--- config.mk ---
export PLATFORM = sky130hd
export DESIGN_NAME = scarv_cop_insn_ctrl
export DESIGN_NICKNAME = d
export VERILOG_FILES = /design/src/rtl/scarv_cop_insn_ctrl_pkg.sv /design/src/rtl/scarv_cop_ctrl_timer.sv /design/src/rtl/scarv_cop_insn_ctrl.sv
export SDC_FILE = /design/constraint.sdc
export NUM_CORES = 1
export LEC_CHECK = 0
export ABC_AREA = 1
export ABC_CLOCK_PERIOD_IN_PS = 5200
export BUFFER_PORTS_ARGS = -buffer_cell sky130_fd_sc_hd__buf_2
export CAP_MARGIN = 10
export CELL_PAD_IN_SITES_DETAIL_PLACEMENT = 0
export CELL_PAD_IN_SITES_GLOBAL_PLACEMENT = 2
export CORE_UTILIZATION = 27
export CTS_BUF_LIST = sky130_fd_sc_hd__clkbuf_16
export DETAILED_ROUTE_END_ITERATION = 7
export PLACE_DENSITY = 0.86
export SLEW_MARGIN = 0
export SYNTH_ARGS = -nofsm -noshare
export SYNTH_HDL_FRONTEND = slang
export SYNTH_SLANG_ARGS = --single-unit
--- constraint.sdc ---
create_clock -name g_clk -period 5.2 [get_ports g_clk]
set_input_delay 0.78 -clock g_clk [delete_from_list [all_inputs] [get_ports g_clk]]
set_output_delay 0.78 -clock g_clk [all_outputs]
set_load 0.02 [all_outputs]
--- src/rtl/scarv_cop_insn_ctrl_pkg.sv ---
// Shared encodings for the COP instruction sequencer: FSM states, result codes,
// instruction class/subclass constants and the FU routing helpers.
package scarv_cop_insn_ctrl_pkg;

    typedef enum logic [1:0] {
        CTL_IDLE = 2'd0,
        CTL_EXEC = 2'd1,
        CTL_RESP = 2'd2
    } ctl_state_t;

    typedef enum logic [2:0] {
        RES_SUCCESS = 3'd0,
        RES_ABORT   = 3'd1,
        RES_BAD_INS = 3'd2,
        RES_TIMEOUT = 3'd3,
        RES_BAD_LAD = 3'd4,
        RES_BAD_SAD = 3'd5,
        RES_LD_ERR  = 3'd6,
        RES_ST_ERR  = 3'd7
    } cop_result_t;

    localparam logic [2:0] ICLASS_PACKED_ARITH = 3'd1;
    localparam logic [2:0] ICLASS_TWIDDLE      = 3'd2;
    localparam logic [2:0] ICLASS_LOADSTORE    = 3'd3;
    localparam logic [2:0] ICLASS_MOVE         = 3'd5;
    localparam logic [2:0] ICLASS_MP           = 3'd6;
    localparam logic [2:0] ICLASS_BITWISE      = 3'd7;

    localparam logic [3:0] SUBCLASS_MV2GPR = 4'd1;

    // Load/store subclasses with this bit set are stores.
    localparam int LS_STORE_BIT = 3;

    typedef enum logic [1:0] {
        FU_NONE = 2'd0,
        FU_PALU = 2'd1,
        FU_MALU = 2'd2,
        FU_MEM  = 2'd3
    } fu_sel_t;

    function automatic fu_sel_t fu_select(input logic [2:0] cls);
        case (cls)
            ICLASS_PACKED_ARITH,
            ICLASS_MOVE,
            ICLASS_BITWISE,
            ICLASS_TWIDDLE:   return FU_PALU;
            ICLASS_MP:        return FU_MALU;
            ICLASS_LOADSTORE: return FU_MEM;
            default:          return FU_NONE;
        endcase
    endfunction

    function automatic logic is_store(input logic [3:0] subclass);
        return subclass[LS_STORE_BIT];
    endfunction

endpackage

--- src/rtl/scarv_cop_ctrl_timer.sv ---
// EXEC watchdog: cleared outside EXEC, counts EXEC cycles, flags the last
// permitted cycle before the sequencer forces a TIMEOUT completion.
module scarv_cop_ctrl_timer #(
    parameter int TIMEOUT_CYCLES = 255,
    parameter int CNT_W          = 8
) (
    input  logic g_clk,
    input  logic g_reset,
    input  logic clr,
    input  logic inc,
    output logic expired
);

    logic [CNT_W-1:0] count_q;

    // NOTE: state registers use non-blocking assignments so every flop samples
    // pre-edge values regardless of block ordering.
    always_ff @(posedge g_clk or posedge g_reset) begin
        if (g_reset) begin
            count_q <= '0;
        end else if (clr) begin
            count_q <= '0;
        end else if (inc) begin
            count_q <= count_q + CNT_W'(1);
        end
    end

    assign expired = (count_q == CNT_W'(TIMEOUT_CYCLES - 1));

endmodule

--- src/rtl/scarv_cop_insn_ctrl.sv ---
// COP instruction sequencer: accepts one instruction, dispatches it to a single
// functional unit, gates CPR commit on completion and returns a registered response.
module scarv_cop_insn_ctrl
    import scarv_cop_insn_ctrl_pkg::*;
#(
    parameter int TIMEOUT_CYCLES = 255,
    parameter int CNT_W          = 8
) (
    input  logic        g_clk,
    input  logic        g_reset,

    input  logic        cpu_insn_req,
    output logic        cop_insn_ack,
    input  logic        cpu_abort_req,
    input  logic [31:0] cpu_insn_enc,
    input  logic [31:0] cpu_rs1,

    output logic        cop_insn_rsp,
    input  logic        cpu_insn_ack,
    output logic [2:0]  cop_result,
    output logic        cop_wen,
    output logic [4:0]  cop_waddr,
    output logic [31:0] cop_wdata,

    output logic [31:0] ctl_insn_enc,
    output logic [31:0] ctl_rs1,

    input  logic        id_exception,
    input  logic [2:0]  id_class,
    input  logic [3:0]  id_subclass,
    input  logic [4:0]  id_rd,

    output logic        palu_ivalid,
    output logic        malu_ivalid,
    output logic        mem_ivalid,
    input  logic        palu_idone,
    input  logic        malu_idone,
    input  logic        mem_idone,
    input  logic        mem_addr_error,
    input  logic        mem_bus_error,
    input  logic [31:0] palu_gpr_wdata,

    output logic        cpr_wen_gate
);

    ctl_state_t  state_q, state_d;
    cop_result_t result_q, result_d;
    fu_sel_t     fu_sel;
    logic        fu_done;
    logic        finish;
    logic        capture_mv;
    logic        timer_expired;
    logic        wen_q;

    assign fu_sel = fu_select(id_class);

    // Only the selected unit's completion is honoured.
    always_comb begin
        fu_done = 1'b0;
        case (fu_sel)
            FU_PALU: fu_done = palu_idone;
            FU_MALU: fu_done = malu_idone;
            FU_MEM:  fu_done = mem_idone;
            default: fu_done = 1'b0;
        endcase
    end

    scarv_cop_ctrl_timer #(
        .TIMEOUT_CYCLES (TIMEOUT_CYCLES),
        .CNT_W          (CNT_W)
    ) u_timer (
        .g_clk   (g_clk),
        .g_reset (g_reset),
        .clr     (state_q != CTL_EXEC),
        .inc     (state_q == CTL_EXEC),
        .expired (timer_expired)
    );

    // NOTE: every output of this block is defaulted first so no path can infer a latch.
    always_comb begin
        state_d      = state_q;
        result_d     = result_q;
        finish       = 1'b0;
        capture_mv   = 1'b0;
        cop_insn_ack = 1'b0;
        cop_insn_rsp = 1'b0;
        palu_ivalid  = 1'b0;
        malu_ivalid  = 1'b0;
        mem_ivalid   = 1'b0;
        cpr_wen_gate = 1'b0;

        case (state_q)
            CTL_IDLE: begin
                cop_insn_ack = 1'b1;
                if (cpu_insn_req) begin
                    state_d = CTL_EXEC;
                end
            end

            CTL_EXEC: begin
                if (id_exception || fu_sel == FU_NONE) begin
                    finish   = 1'b1;
                    result_d = RES_BAD_INS;
                end else begin
                    palu_ivalid = (fu_sel == FU_PALU);
                    malu_ivalid = (fu_sel == FU_MALU);
                    mem_ivalid  = (fu_sel == FU_MEM);

                    // Completion beats a same-cycle abort or timeout.
                    if (fu_done) begin
                        finish       = 1'b1;
                        cpr_wen_gate = 1'b1;
                        capture_mv   = (id_class == ICLASS_MOVE) &&
                                       (id_subclass == SUBCLASS_MV2GPR);
                        result_d     = RES_SUCCESS;
                        if (fu_sel == FU_MEM && mem_addr_error) begin
                            result_d = is_store(id_subclass) ? RES_BAD_SAD : RES_BAD_LAD;
                        end else if (fu_sel == FU_MEM && mem_bus_error) begin
                            result_d = is_store(id_subclass) ? RES_ST_ERR : RES_LD_ERR;
                        end
                    end else if (cpu_abort_req) begin
                        finish   = 1'b1;
                        result_d = RES_ABORT;
                    end else if (timer_expired) begin
                        finish   = 1'b1;
                        result_d = RES_TIMEOUT;
                    end
                end
                if (finish) begin
                    state_d = CTL_RESP;
                end
            end

            CTL_RESP: begin
                cop_insn_rsp = 1'b1;
                if (cpu_insn_ack) begin
                    state_d = CTL_IDLE;
                end
            end

            default: state_d = CTL_IDLE;
        endcase
    end

    always_ff @(posedge g_clk or posedge g_reset) begin
        if (g_reset) begin
            state_q      <= CTL_IDLE;
            ctl_insn_enc <= '0;
            ctl_rs1      <= '0;
            result_q     <= RES_SUCCESS;
            wen_q        <= 1'b0;
            cop_waddr    <= '0;
            cop_wdata    <= '0;
        end else begin
            state_q <= state_d;
            if (state_q == CTL_IDLE && cpu_insn_req) begin
                ctl_insn_enc <= cpu_insn_enc;
                ctl_rs1      <= cpu_rs1;
            end
            // wen is only ever set on entry to RESP and dropped on exit.
            if (finish) begin
                result_q <= result_d;
                wen_q    <= capture_mv;
                if (capture_mv) begin
                    cop_waddr <= id_rd;
                    cop_wdata <= palu_gpr_wdata;
                end
            end else if (state_q == CTL_RESP && cpu_insn_ack) begin
                wen_q <= 1'b0;
            end
        end
    end

    assign cop_result = result_q;
    assign cop_wen    = wen_q;

endmodule
# Yosys cells after proc, flatten, opt, wreduce, memory -nomap -nowiden
# Index checks and enable logic that the tools add are counted.
[op_classes]
addsub = 1
n_eq_ne = 17
muxes = 38
n_reduce_logical = 15
[op_table]
columns = ["op", "n"]
rows = [
  ["$mux W1", 24],
  ["$mux W3", 6],
  ["$mux W8", 2],
  ["$pmux W2 S3", 2],
  ["$eq A3 B3 Y1 const B", 3],
  ["$add A8 B1 Y8 const B", 1],
  ["$eq A8 B8 Y1 const B", 1],
  ["$eq A2 B2 Y1 const B", 3],
  ["$eq A3 B2 Y1 const B", 2],
  ["$mux W2", 3],
  ["$ne A2 B2 Y1 const B", 3],
  ["$reduce_and A3 Y1", 2],
  ["$logic_and A1 B1 Y1", 5],
  ["$eq A2 B1 Y1 const B", 2],
  ["$eq A4 B1 Y1 const B", 1],
  ["$logic_not A2 Y1", 2],
  ["$reduce_bool A2 Y1", 2],
  ["$reduce_bool A4 Y1", 1],
  ["$reduce_or A4 Y1", 1],
  ["$eq A3 B1 Y1 const B", 1],
  ["$pmux W1 S3", 1],
  ["$ne A2 B1 Y1 const B", 1],
  ["$reduce_and A2 Y1", 1],
  ["$logic_or A1 B1 Y1", 1],
]
[totals]
reg_bits = 115
input_bits = 119
out_inout_bits = 111
word_cells = 79

# Logic depth before layout (Yosys ltp)
# Gate-level depths: netlist of the first run.
[depth]
depth_word = 10
mapped_depth = 10
mapped_depth_nobuf = 10

# Cells and area by module
# Synthesis of the first run repeated with hierarchy kept, for this count alone.
[hier_totals]
cells_unflattened = 430
area_unflattened_um2 = 4802.1
[modules_own_cells]
columns = ["module", "instances", "cells_per_inst", "area_per_inst_um2", "seq_area_each_um2"]
rows = [
  ["scarv_cop_insn_ctrl", 1, 370, 4331.7, 2677.6],
  ["scarv_cop_ctrl_timer", 1, 60, 470.5, 200.2],
]

# Worst setup path after synthesis of the first run
# Ideal clock, no wire load.
[synth_timing]
path_kind = "input port to output port"
from = "in id_class[1]"
to = "out cpr_wen_gate"
arrival_time_ns = 1.546
required_ns = 4.420
slack_ns = 2.874
cell_stages = 6
path_cell_list = "nor2_1 nor2_2 inv_2 nor2_4 inv_2 a31oi_1"
[synth_via]
elab_chain_cells = 8
word_cells_on_any_way = 17
cone_classes = "eq/ne (9); mux (5); reduce/logical (3)"
[synth_rtl]
columns = ["element", "line", "rtl"]
rows = [
  ["from (decl)", "scarv_cop_insn_ctrl.sv:29", "input logic [2:0] id_class,"],
  ["$eq A3 B3 Y1, or another cell as far along", "scarv_cop_insn_ctrl_pkg.sv:42", "case (cls)"],
  ["$reduce_or A4 Y1", "scarv_cop_insn_ctrl_pkg.sv:42", ""],
  ["$pmux W2 S3 *", "scarv_cop_insn_ctrl_pkg.sv:42", ""],
  ["$eq A2 B2 Y1 / $eq A2 B1 Y1 (equally long branches)", "scarv_cop_insn_ctrl.sv:60", "case (fu_sel)"],
  ["$pmux W1 S3", "scarv_cop_insn_ctrl.sv:60", ""],
  ["$mux W1", "scarv_cop_insn_ctrl.sv:110", "if (fu_done) begin"],
  ["$mux W1 *", "scarv_cop_insn_ctrl.sv:101", "if (id_exception || fu_sel == FU_NONE) begin"],
  ["$mux W1 *", "scarv_cop_insn_ctrl.sv:92", "case (state_q)"],
  ["to (decl)", "scarv_cop_insn_ctrl.sv:43", "output logic cpr_wen_gate"],
]
# Mark *: on every way between the ends. The rest lies on a longest branch, timed or not.

# Worst setup path after layout of the first run
[layout_timing]
from = "reg state_q[1]"
to = "out cpr_wen_gate"
[layout_via]
elab_chain_cells = 2
[layout_rtl]
columns = ["element", "line", "rtl"]
rows = [
  ["from (decl)", "scarv_cop_insn_ctrl.sv:46", "ctl_state_t state_q, state_d;"],
  ["from (signal assigned)", "scarv_cop_insn_ctrl.sv:155", "state_q <= state_d;"],
  ["$eq A2 B1 Y1", "scarv_cop_insn_ctrl.sv:92", ""],
  ["$mux W1", "scarv_cop_insn_ctrl.sv:92", ""],
]
# Every way passes these cells.

==> impl_summary.md, run 1 <==
Status
The run finished with clean final reports.

Place
In this run the tool buffered the top-level ports with 229 buffer cells. The wire-length estimate of the detail-placed layout is between 8 and 9 mm. The congestion estimate from routability-driven global placement came to ~0.75.

Global route
The all-layer global routing usage is 0.1324. The first global-routing pass estimated 18.44 mm of wire. The via count of the first global-routing pass came to about 3.7k. Entering global routing, the biggest net connects 72 pins. The residual overflow from global routing is 0. The initial antenna violation count is 0.

Pwr
Power spread over the standard cell area amounts to ~530 nW/µm². The standby leakage power is 0.003557 µW. Power comes to 3533 µW. The largest voltage drop on the vdd net is 0.0002284 V.

Critical path
The source of the worst register-to-register timing path is state_q[1]. The nature of the critical path endpoint is a primary output. The dominant cell type by count on the critical path is inv_2.

The number of buffer and inverter instances along the worst setup path is 3. For flop-to-flop paths, the worst setup slack is 2.64 ns. The worst setup path startpoint is state_q[1]. The type of origin of the critical path is a flip-flop. The depth of the worst register-to-register path is 7. The highest-delay cell along the critical path is dfrtp_1. The endpoint of the worst setup timing path is cpr_wen_gate. The worst setup path is of the flip-flop to primary output kind. The largest driver fanout on the critical path is 7. The critical path goes through nor2_2 > inv_2 > nor2_4 > inv_2 > a31oi_1 > buf_2. The worst register-to-register path ends at cop_waddr[2]. The worst endpoint required time is 4.42 ns. The largest single stage delay on the critical path is 0.40 ns. Grouping stages by cell kind, the critical path spends the most delay in simple AND/OR/NAND/NOR gates. For the worst setup path, the data arrival time is around 1.8 ns. Counting buffers and inverters, the worst setup path is 6 cells deep.

STA
The final number of max-transition violations is 0. Summed over all failing endpoints, the final setup total negative slack is 0 ns. For the finished layout, the period the worst path requires is roughly 2.6 ns. The top achievable clock speed is 389.6 MHz. The share of the clock period used by the worst path is 0.4936. The slew at the pin closest to its max-slew limit is 0.9297 ns. The headroom to the max-slew limit is 0.3795. Setup violations remaining at the end of the flow were counted as 0. Setup repair after global routing left no endpoint under its margin. The worst clock skew is 0.006880 ns. The total count of hold-check failures in the final report is 0.

Synthesis
The sequential area share after synthesis is 0.6088. In this run, distinct cell masters in the synthesized netlist total 23. After synthesis the cells add up to 4727 µm². A synthesized cell averages around 12 µm². During synthesis, Yosys emitted a total of 0 warnings. After synthesis the netlist holds a flip-flop and latch count of 115. The synthesized net count is 532. The number of instances in the synthesized netlist is roughly 400.

CTS
The quantity of hold-fixing buffers added after cts is 0. The number of buffers added for setup after CTS is 0. The CTS tree is yes. The register clock-pin slew on the reported worst setup and hold paths is 0.05 ns. The number of gates resized after CTS was 0. Counting along the longest clock path gives a buffer depth of 2. The maximum level of the CTS H-tree is 4.

In this run the clock root is driven by a clkbuf_16. For the worst-skew pair, the clock arrives at the later sink with an insertion delay of 0.40 ns. TritonCTS created 17 clock buffers. The total number of clock tree sinks is between 100 and 150.

Run
The total of max-cap violations is 0.

Drt
After detailed routing, the number of remaining DRC violations is 0. The total routed wirelength is 11.31 mm. For this run, the detailed router's first-pass iteration total came to 4. Detailed routing inserted a total of 3619 vias.

Dividing the detail-routed wire length by the instance count gives 12.80 µm. The number of vias per cell is about 4. Once detail routing completed, the nets flagged for antenna violations numbered 0. In this run, the number of DRC markers left after iteration 0 of detailed routing was 85.

Die
The floorplan has 48 rows. Measured along the y axis, the die boundary spans approximately 130 µm. The die covers 18040 µm². The core region is 17180 µm².

The floorplan step set the die width to ~130 µm. The top-level I/O count is 230. The effective utilization at floorplan is 0.2752.

Final layout
The multi-input combinational cells in the finished layout cover a total of 1529 µm². The net count of the finished layout is between 700 and 800. The number of diodes is 0. The area growth from synthesis to final layout is 40.02%. The share of final-layout standard cells stronger than drive strength 1 is 0.4598. Counting the fill cells in the layout gives 1723. The sequential cell area is ~2900 µm².

Hold path
The worst min-delay path category is flip-flop to flip-flop.
## how the worst min path moves through the flow
stage                                     to  cells after the start  slack, ns          startpoint
final                          cop_result[2]                      2       0.48       cop_result[2]
after global placement         cop_result[2]                      2       0.46       cop_result[2]
after floorplan           u_timer.count_q[0]                      1       0.45  u_timer.count_q[0]
after CTS                       cop_waddr[0]                      2       0.48        cop_waddr[0]
after global routing            cop_waddr[1]                      2       0.49        cop_waddr[1]
after detailed placement        cop_waddr[0]                      2       0.47        cop_waddr[0]
## synth_stat cells (all sizes together)
| library cell | instances | share of area |
|---|---|---|
| dfrtp | 115 | 0.61 |
| and3 | 1 | 0.0013 |
| o21a | 1 | 0.0016 |
| nand4 | 2 | 0.0026 |
| a31oi | 2 | 0.0026 |
| mux2 | 64 | 0.15 |
| ha | 2 | 0.0053 |
| o21ai | 42 | 0.060 |
| buf | 15 | 0.024 |
| a21oi | 4 | 0.0042 |
| nand3 | 11 | 0.013 |
| nor3 | 3 | 0.0032 |
| nand2 | 71 | 0.056 |
| nor2 | 22 | 0.020 |
| inv | 56 | 0.044 |
## power by group
group          internal (µW)  switching [µW]  total, µW
clock network            689             388       1080
registers               1180             135       1310
logic                    440             702       1140
## layout by cell type (no fill, tap or decap), drive strengths merged, types with 4 or more instances in the layout
cell,n
nand2,71
o21ai,42
dfrtp,115
nor2,22
clkinv,8
clkbuf,17
buf,232
nand3,11
mux2,64
inv,58
a21oi,4
## logic make-up (layout without fill, tap and decap cells)
group                      count (synthesis)  count (layout)  synth area share
AOI/OAI and AO/OA                         49              49           0.06882
adders and majority gates                  2               2          0.005293
buffers and inverters                     71             319           0.06829
DFF                                      115             115            0.6088
muxes                                     64              64            0.1525
and+or+nand+nor                          110             110           0.09635
## metrics by stage
| stage | cells | area, µm² | utilization | hold WS (ns) | worst slack, ns |
|---|---|---|---|---|---|
| floorplan | 411 | 4727 | - | 0.4542 | 1.376 |
| global placement | 853 | 6070 | 0.3534 | 0.4588 | 2.290 |
| detailed placement | 853 | 6070 | 0.3534 | 0.4660 | 2.243 |
| CTS | 884 | 6619 | 0.3853 | 0.4782 | 2.578 |
| global route | 884 | 6619 | 0.3853 | 0.4895 | 2.376 |
| finish | 884 | 6619 | 0.3853 | 0.4753 | 2.633 |
## sequential cells by signal, indices dropped and copies added, names as in the netlist
signal           count
cop_result           3
cop_waddr            5
cop_wdata           32
cop_wen              1
ctl_insn_enc        32
ctl_rs1             32
state_q              2
u_timer.count_q      8
## routing by layer
metal,up-vias,share of wire,global-route usage
li1,1794,-,-
met1,1666,0.45,0.1616
met2,148,0.46,0.2127
met3,11,0.072,0.04082
met4,0,0.016,0.06367
met5,-,0,0
## cell type report
class | count | area share
Inverter | 56 | 0.03214
Clock inverter | 14 | 0.01871
Timing Repair Buffer | 232 | 0.1766
Clock buffer | 17 | 0.06427
Tap cell | 225 | 0.04253
Sequential cell | 115 | 0.4348
Multi-Input combinational cell | 225 | 0.2310
## worst register-to-register path: stages, from the launching register on
cell     delay (ns)
dfrtp_1        0.40
nor2_2         0.25
inv_2          0.14
nor2_4         0.16
nand3_2        0.72
buf_4          0.57
nand2_1        0.12
o21ai_2        0.05
Power figures use the tool's default switching activity.
==> run 2, diff against run 1 <==
--- a/config.mk
+++ b/config.mk
@@ -5,16 +5,16 @@
 export SDC_FILE = /design/constraint.sdc
 export NUM_CORES = 1
 export LEC_CHECK = 0
-export ABC_AREA = 1
-export ABC_CLOCK_PERIOD_IN_PS = 5200
+export ABC_AREA = 0
+export ABC_CLOCK_PERIOD_IN_PS = 2500
 export BUFFER_PORTS_ARGS = -buffer_cell sky130_fd_sc_hd__buf_2
 export CAP_MARGIN = 10
 export CELL_PAD_IN_SITES_DETAIL_PLACEMENT = 0
 export CELL_PAD_IN_SITES_GLOBAL_PLACEMENT = 2
-export CORE_UTILIZATION = 27
+export CORE_UTILIZATION = 29
 export CTS_BUF_LIST = sky130_fd_sc_hd__clkbuf_16
 export DETAILED_ROUTE_END_ITERATION = 7
-export PLACE_DENSITY = 0.86
+export PLACE_DENSITY = 0.87
 export SLEW_MARGIN = 0
 export SYNTH_ARGS = -nofsm -noshare
 export SYNTH_HDL_FRONTEND = slang
==> constraint.sdc (replaced) <==
create_clock -name g_clk -period 2.5 [get_ports g_clk]
set_input_delay 0.375 -clock g_clk [delete_from_list [all_inputs] [get_ports g_clk]]
set_output_delay 0.375 -clock g_clk [all_outputs]
set_load 0.02 [all_outputs]
==> run 2 against run 1 <==
  * Synthesized cell count fell by 26%
  * Clock skew hardly changed
  * Core utilization increased by 4.2 points
  * Cell count is 13% lower
  * Area after synthesis decreased by 3.2%
  * Worst setup slack worse by 2.2 ns
  * Highest routed layer is now met5
==> impl_summary.md, run 2 <==
Status
The flow ran to the end, and the final reports show no timing, DRC or antenna violations.

STA
Counting I/O delays and the setup requirement, the final critical path takes ~2 ns. The total setup violations reported at the end of the flow is 0. The top achievable clock speed is roughly 490 MHz.

Setup repair after global routing left no endpoint under its margin. The final number of max-transition violations is 0. The slew at the pin closest to its max-slew limit is just over 0.6 ns. Dividing the final minimum period by the clock period gives 0.8182. The total count of hold-check failures in the final report came to 0. The headroom to the max-slew limit is 0.5973. The post-route setup TNS is 0 ns. The worst clock skew is 0.007010 ns.

CTS
The cell sitting at the root of the clock tree is a clkbuf_16. Clock latency on the worst-skew pair, taken at its later pin, is 0.40 ns. TritonCTS built the clock tree. The quantity of hold-fixing buffers added after cts is 0. The clock net in this run drives a total of roughly 120 sinks. The number of buffers added for setup after CTS is 0.

The number of CTS-inserted buffers is 17. The maximum level of the CTS H-tree is 4. After clock tree synthesis, the clock-pin slew on the worst setup and hold paths is 0.05 ns. The number of buffers on the longest clock path is 2. The quantity of gates resized following cts is 0.

Synthesis
The library cell occupying the most area in the post-synthesis netlist is dfrtp_1. The flip-flop and latch count after synthesis is 115. The number of instances in the synthesized netlist is 303.

The most used flip-flop cell after synthesis is dfrtp_1. Summing every instance area after synthesis gives roughly 4600 µm². By count the netlist is led by 115 x dfrtp_1, 101 x mux2_2, 13 x nor2_1, 6 x buf_2, 5 x inv_1. After synthesis, the cell types taking the most area are dfrtp_1 63%, mux2_2 25%, nor2_1 1.1%. The average instance area after synthesis is 15.11 µm². Synthesis produced a netlist with a net count of 424. The most frequent cell after synthesis is dfrtp_1. The share of synthesized area in the top cell type comes to 0.6288. The synthesized design contains 0 enable-type register cells.

The Yosys warning count is 0. The sequential area share after synthesis is 0.6288. Counting flops with an async set or reset pin after synthesis yields a share of 1.000.

The post-synthesis cell type count is 41.

Run
The tool flagged a number of max-cap violations equal to 0.

Global route
For this run, the total global-route usage over all layers was measured as 0.1336. Entering global routing, the biggest net connects 116 pins. The first global-routing pass estimated between 15 and 20 mm of wire. The via count of the first global-routing pass was 3356. The initial antenna violation count is 1. The residual overflow from global routing is 0.

Final layout
The number of antenna diodes in the final layout is 0. In the final layout, the registers with the most flip-flops are cop_wdata x32, ctl_insn_enc x32, ctl_rs1 x32. The net count of the finished layout is 664. The area growth from synthesis to final layout is 42.86%. The number of standard cells in the final layout excluding fillers is 767.

The number of fill cells is about 1.5k. In the layout the commonest cells are 229 x buf_2, 115 x dfrtp_1, 101 x mux2_2, 17 x clkbuf_16, 13 x nor2_1. The share of final-layout standard cells stronger than drive strength 1 is 0.6709. The leading cell type in the layout, fill and taps excluded is buf_2.

Pwr
The total power density per cell area is 1141 nW/µm². The power spent charging and discharging nets is between 2000 and 3000 µW. The standby leakage power is 0.003357 µW.

The share of power burned in combinational logic is 0.328. VDD sags by at most around 0.00055 V. Of the total power, registers draw 0.366. Of the total power, the share spent switching nets is 0.3389. The portion of total power attributed to the clock network is 0.306. The overall power is between 7000 and 8000 µW. The cell internal power dissipation is 4934 µW.

Place
Once detailed placement completed, the half-perimeter wirelength came to 7.875 mm. The cell total after placement is around 740. The number of port buffers is 229. The routability congestion estimate is 0.7287.

Die
The floorplan has 45 rows. The top-level I/O count is 230. The floorplan step defined a die boundary enclosing approximately 16000 µm². The die span in x is 127.6 µm. The die is between 100 and 150 µm tall. The effective utilization at floorplan is 0.2989.

The placeable core region is 15310 µm².

Critical path
The end of the worst register-to-register path is cop_wdata[28]. The worst setup path is captured at a primary output. Walking the worst path, the cells encountered are nand2b_1 > buf_4 > nor2_1 > and3_1 > buf_2.

The worst setup path is launched from a flip-flop. The critical setup path kind is flip-flop to primary output. The largest single stage delay on the critical path is 0.39 ns.

The worst register-to-register path begins at state_q[1]. In this run the worst path has a maximum fanout of 10. The worst register-to-register path has a setup slack of 0.68 ns. Tracing the worst setup path back leads to its startpoint at state_q[1]. At the worst endpoint, the required time is 2.12 ns.

The most critical setup path has its endpoint at malu_ivalid. The highest-delay cell along the critical path is dfrtp_1. The arrival time of data at the critical path endpoint is 1.67 ns.

The depth of the worst register-to-register path is 5.

Drt
The final antenna-violating net count is 0. For this block, the initial DRC count from the detailed router was 74. In the routed layout, each cell is associated on average with a via count of between 4 and 5. The total number of vias is 3309. The mean routed wirelength per cell is 14.05 µm. The total routed wirelength is ~11 mm. For this run, design rule violations remaining after detail routing come to 0.

The first TritonRoute pass finished after 4 iterations.

Hold path
The min-delay analysis places its worst path in the category input pin to asynchronous set/reset pin.
-- run 2: cell count changes after synthesis, sizes merged, moves of 3 or more --
cell | before | now
nand2 | 71 | 4
nand2b | 0 | 3
nand3 | 11 | 4
o21bai | 0 | 4
inv | 56 | 5
nor2b | 0 | 3
buf | 15 | 10
xor2 | 0 | 3
clkbuf | 0 | 3
nor2 | 22 | 13
o21ai | 42 | 3
mux2 | 64 | 101
-- run 2: logic make-up after synthesis --
kind of cell               synth area share
and+or+nand+nor                     0.05222
muxes                                0.2507
AOI/OAI and AO/OA                   0.02952
DFF                                  0.6288
buffers and inverters               0.02378
adders and majority gates          0.005467
xor gates and xnor gates           0.009570
-- run 2: per-stage QoR --
stage	hold WS (ns)	area, µm²	worst slack, ns	utilization
2_1_floorplan	0.4547	4581	0.6087	-
3_3_place_gp	0.4711	5971	0.4828	0.3899
3_5_place_dp	0.4856	5971	0.4835	0.3899
4_1_cts	0.1667	6539	0.4146	0.4270
5_1_grt	0.1819	6539	0.3530	0.4270
6_report	0.1702	6539	0.4545	0.4270
-- run 2: worst min-delay path by stage --
stage,depth (start not counted),endpoint,start
3_3_place_gp,1,u_timer.count_q[0],u_timer.count_q[0]
3_5_place_dp,1,u_timer.count_q[0],u_timer.count_q[0]
6_report,3,ctl_insn_enc[25],g_reset
2_1_floorplan,1,u_timer.count_q[0],u_timer.count_q[0]
5_1_grt,2,ctl_insn_enc[28],cpu_insn_enc[28]
4_1_cts,2,state_q[1],cpu_insn_ack
-- run 2: layout make-up --
class                   count  area [µm²]  share of cell area
repair buffers            234        1209              0.1848
clock buffers              17       425.4             0.06506
clock inverters            15       142.6             0.02181
well taps                 211       264.0             0.04038
inverters                   5       22.52            0.003444
flip-flops and latches    115        2878              0.4401
multi-input cells         170        1598              0.2444
-- run 2: power by group through the flow --
| stage | Combinational (µW) | Clock, µW | Sequential [µW] |
|---|---|---|---|
| 2_1_floorplan | 865 | 0 | 3450 |
| 3_3_place_gp | 2460 | 0 | 2730 |
| 3_5_place_dp | 2490 | 0 | 2760 |
| 4_1_cts | 2490 | 2360 | 2750 |
| 5_1_grt | 2610 | 2460 | 2820 |
| 6_report | 2440 | 2280 | 2740 |
-- run 2: routing by layer --
| metal | GRT usage | part of all wire | vias up | wire length [µm] |
|---|---|---|---|---|
| li1 | - | - | 1556 | - |
| met1 | 0.1461 | 0.40 | 1593 | 4349 |
| met2 | 0.2327 | 0.51 | 143 | 5485 |
| met3 | 0.04858 | 0.073 | 15 | 782 |
| met4 | 0.05813 | 0.014 | 2 | 146 |
| met5 | 0 | 0.0012 | - | 13 |
-- run 2: critical path: cells and delay by family (launching register included) --
family / cells / cell delay [ns]
buffers and inverters: 2 / 0.33
flip-flops: 1 / 0.39
AND/OR/NAND/NOR: 3 / 0.55
==> run 3, diff against run 2 <==
--- a/config.mk
+++ b/config.mk
@@ -6,7 +6,7 @@
 export NUM_CORES = 1
 export LEC_CHECK = 0
 export ABC_AREA = 0
-export ABC_CLOCK_PERIOD_IN_PS = 2500
+export ABC_CLOCK_PERIOD_IN_PS = 2000
 export BUFFER_PORTS_ARGS = -buffer_cell sky130_fd_sc_hd__buf_2
 export CAP_MARGIN = 10
 export CELL_PAD_IN_SITES_DETAIL_PLACEMENT = 0
==> constraint.sdc (replaced) <==
create_clock -name g_clk -period 2 [get_ports g_clk]
set_input_delay 0.3 -clock g_clk [delete_from_list [all_inputs] [get_ports g_clk]]
set_output_delay 0.3 -clock g_clk [all_outputs]
set_load 0.02 [all_outputs]
==> run 3 against run 2 <==
  * Via count rose by 1.2%
  * Clock skew rose by 0.00062 ns
  * Sequential cell count did not move
  * Clock power rose by 39%
  * Count of clock-buffer cells in the layout did not move
  * Critical path depth did not move
  * Sequential power rose by 25%
  * Sequential share of layout area fell by 0.58 points
  * Die area did not move
  * Global-route usage rose by 0.46 points
  * Register-to-register slack got worse by 0.44 ns
  * Largest power group unchanged
==> impl_summary.md, run 3 (synthesized netlist as in run 2, its figures left out) <==
Status
The run finished with clean final reports.

Critical path
The source of the worst register-to-register timing path is state_q[1]. The highest-delay cell along the critical path is dfrtp_1. The worst setup path is of the flip-flop to primary output kind. Traced cell by cell, the critical path runs through nand2b_1 > buf_4 > nor2_4 > and3_1 > buf_4. The arrival time of data at the critical path endpoint is 1.57 ns. The endpoint of the worst setup timing path is malu_ivalid. The number of stages on the worst setup path is 5. The number of buffer and inverter instances along the worst setup path is 2. The internal reg-to-reg setup slack is 0.24 ns.

The worst endpoint required time is 1.70 ns. The type of origin of the critical path is a flip-flop. The nature of the critical path endpoint is a primary output. In this run the critical register-to-register path is captured at cop_wdata[2].

Broken down by cell family, the worst path's largest delay share belongs to simple AND/OR/NAND/NOR gates. The worst setup path startpoint is state_q[1]. The largest driver fanout on the critical path is 10. The dominant cell type by count on the critical path is buf_4. The depth of the worst register-to-register path is 5. The worst stage delay on the critical path is 0.39 ns.

Die
In this run the core area contains 45 standard-cell rows. For this configuration, the core starts out at a cell density of 0.2989. In this run the vertical extent of the chip is 127.6 µm. During I/O placement, the number of pins put on the boundary was 230. Measured along the x axis, the die boundary spans 127.6 µm. The die covers between 15000 and 20000 µm². The placeable core region is 15310 µm².

Drt
The number of DRC markers in iteration 0 is 81. Summing over every cut layer, the via total after detailed routing is roughly 3.3k. The total routed wirelength is 10.95 mm. The count of unresolved DRC violations after routing is 0. The first TritonRoute pass finished after 4 iterations.

The final antenna-violating net count is 0. The number of vias per cell is between 4 and 5. The mean routed wirelength per cell is around 14 µm.

STA
The shortest period the worst path allows is between 1.5 and 2 ns. Hold is met by 0.07541 ns. Clock skew on the completed layout was measured at 0.007630 ns.

Setup repair after global routing left no endpoint under its margin. The final number of max-transition violations is 0. The top achievable clock speed is 533.5 MHz. Setup violations remaining at the end of the flow were counted as 0. The total count of hold-check failures in the final report is 0. Of the available clock period, the critical path in the final layout requires 0.9371. In the final timing run, aggregate negative setup slack is 0 ns. At the pin with the least slew margin, the transition time is 0.6077 ns. In this run the tightest slew margin relative to its limit is 0.5949.

CTS
The total number of clock tree sinks is 115. For the worst-skew pair, the clock arrives at the later sink with an insertion delay of 0.40 ns. The CTS tree is yes. The maximum level of the CTS H-tree is 4. The number of buffers added for setup after CTS is 0. Clock tree synthesis selected as its root buffer the cell clkbuf_16. The number of hold buffers added after CTS was 0. The number of CTS-inserted buffers is 17. The number of buffers on the longest clock path is 2. Clock-pin slew was measured on the worst setup and hold paths at 0.05 ns.

Global route
The met2 usage in global routing is 0.2433. The initial antenna violation count is 0. For this run, the total global-route usage over all layers was measured as 0.1382. Entering global routing, the biggest net connects 116 pins. The most used routing layer is met2.

The via count of the first global-routing pass is 3523. The first global-routing pass estimated 17.15 mm of wire. For this run, global-route usage on met3 was measured as 0.05528. The residual overflow from global routing is 0.

In the global route stage, met1 resource usage came out at 0.1419.

Pwr
The overall power is 9684 µW. Summed over all cells, the static leakage comes to ~0.0034 µW. The total power density per cell area is roughly 1500 nW/µm². The largest voltage drop on the vdd net is between 0.0008 and 0.0009 V.

Place
The routability congestion estimate is 0.7376. Input and output buffers added on the ports amount to roughly 230. Once placement completed, the tool counted placed cells totaling 735. Detailed placement ended at an HPWL of 8.138 mm.

Final layout
Fill cells in the final layout number 1445. After the last flow step, the layout net total stands at 664. From synthesis to final layout, the design area changed by 44.78%. The leading cell type in the layout, fill and taps excluded is buf_2. The share of final-layout standard cells stronger than drive strength 1 is 0.6655. For this run, the number of standard cells in the final layout without fillers is 768. In the final layout, the registers with the most flip-flops are cop_wdata x32, ctl_insn_enc x32, ctl_rs1 x32. Leaving out fill and tap cells, the most frequent cells in the layout are 227 x buf_2, 115 x dfrtp_1, 101 x mux2_2, 17 x clkbuf_16, 11 x nor2_1.

Hold path
The min-delay analysis places its worst path in the category input pin to asynchronous set/reset pin.

Run
Max-cap violations in this run came to 0.
## run 3: changes by cell type in the layout (fill, tap and decap cells not counted), sizes merged
cell / before / now
inv: 4 / 7
clkinvlp: 4 / 3
diode: 0 / 1
clkinv: 10 / 5
bufinv: 2 / 5
## run 3: metal layers
metal,routed length [µm],vias to the layer above
li1,-,1551
met3,906,21
met5,0,-
met1,4051,1627
met4,267,0
met2,5720,149
## run 3: worst min-delay path by stage
stage,slack (ns),endpoint,cells after the start
after CTS,0.07,state_q[1],2
after floorplan,0.41,state_q[1],1
after detailed placement,0.48,u_timer.count_q[0],1
after global placement,0.47,u_timer.count_q[0],1
final,0.08,ctl_insn_enc[20],3
after global routing,0.10,ctl_insn_enc[15],2
## run 3: area by class of cell
class                      instances  area, µm²  share of cell area
tap                              211      264.0             0.03984
clock inverter                    15      197.7             0.02983
clock buffer                      17      425.4             0.06420
inverter                           5      22.52            0.003399
timing repair buffer             234       1226              0.1850
antenna                            1      2.502           0.0003776
multi-input combinational        170       1610              0.2430
sequential                       115       2878              0.4343
## run 3: repair_timing
| item | in CTS | in global routing |
|---|---|---|
| setup endpoints to repair | 1 | 3 |
| gates resized for setup | 1 | 5 |
| hold endpoints to repair | 0 | 0 |
## run 3: where the power goes
group	leakage [µW]	internal (µW)	switching, µW	total, µW
sequential	0.00145	3060	361	3420
clock	0.000309	2170	1000	3170
combinational	0.00164	1320	1770	3090
total	0.00339	6550	3130	9680
## run 3: worst min-delay path, delay by kind of cell
| kind | cells | cell delay [ns] |
|---|---|---|
| buffers and inverters | 3 | 0.64 |
## run 3: metrics by stage
step                      area, µm²  setup slack (ns)  utilization
final                          6626            0.1257       0.4327
after CTS                      6609           0.02069       0.4315
after detailed placement       5983           0.03745       0.3907
after global placement         5983           0.07157       0.3907
after floorplan                4581            0.1087            -
after global routing           6624           0.01774       0.4325
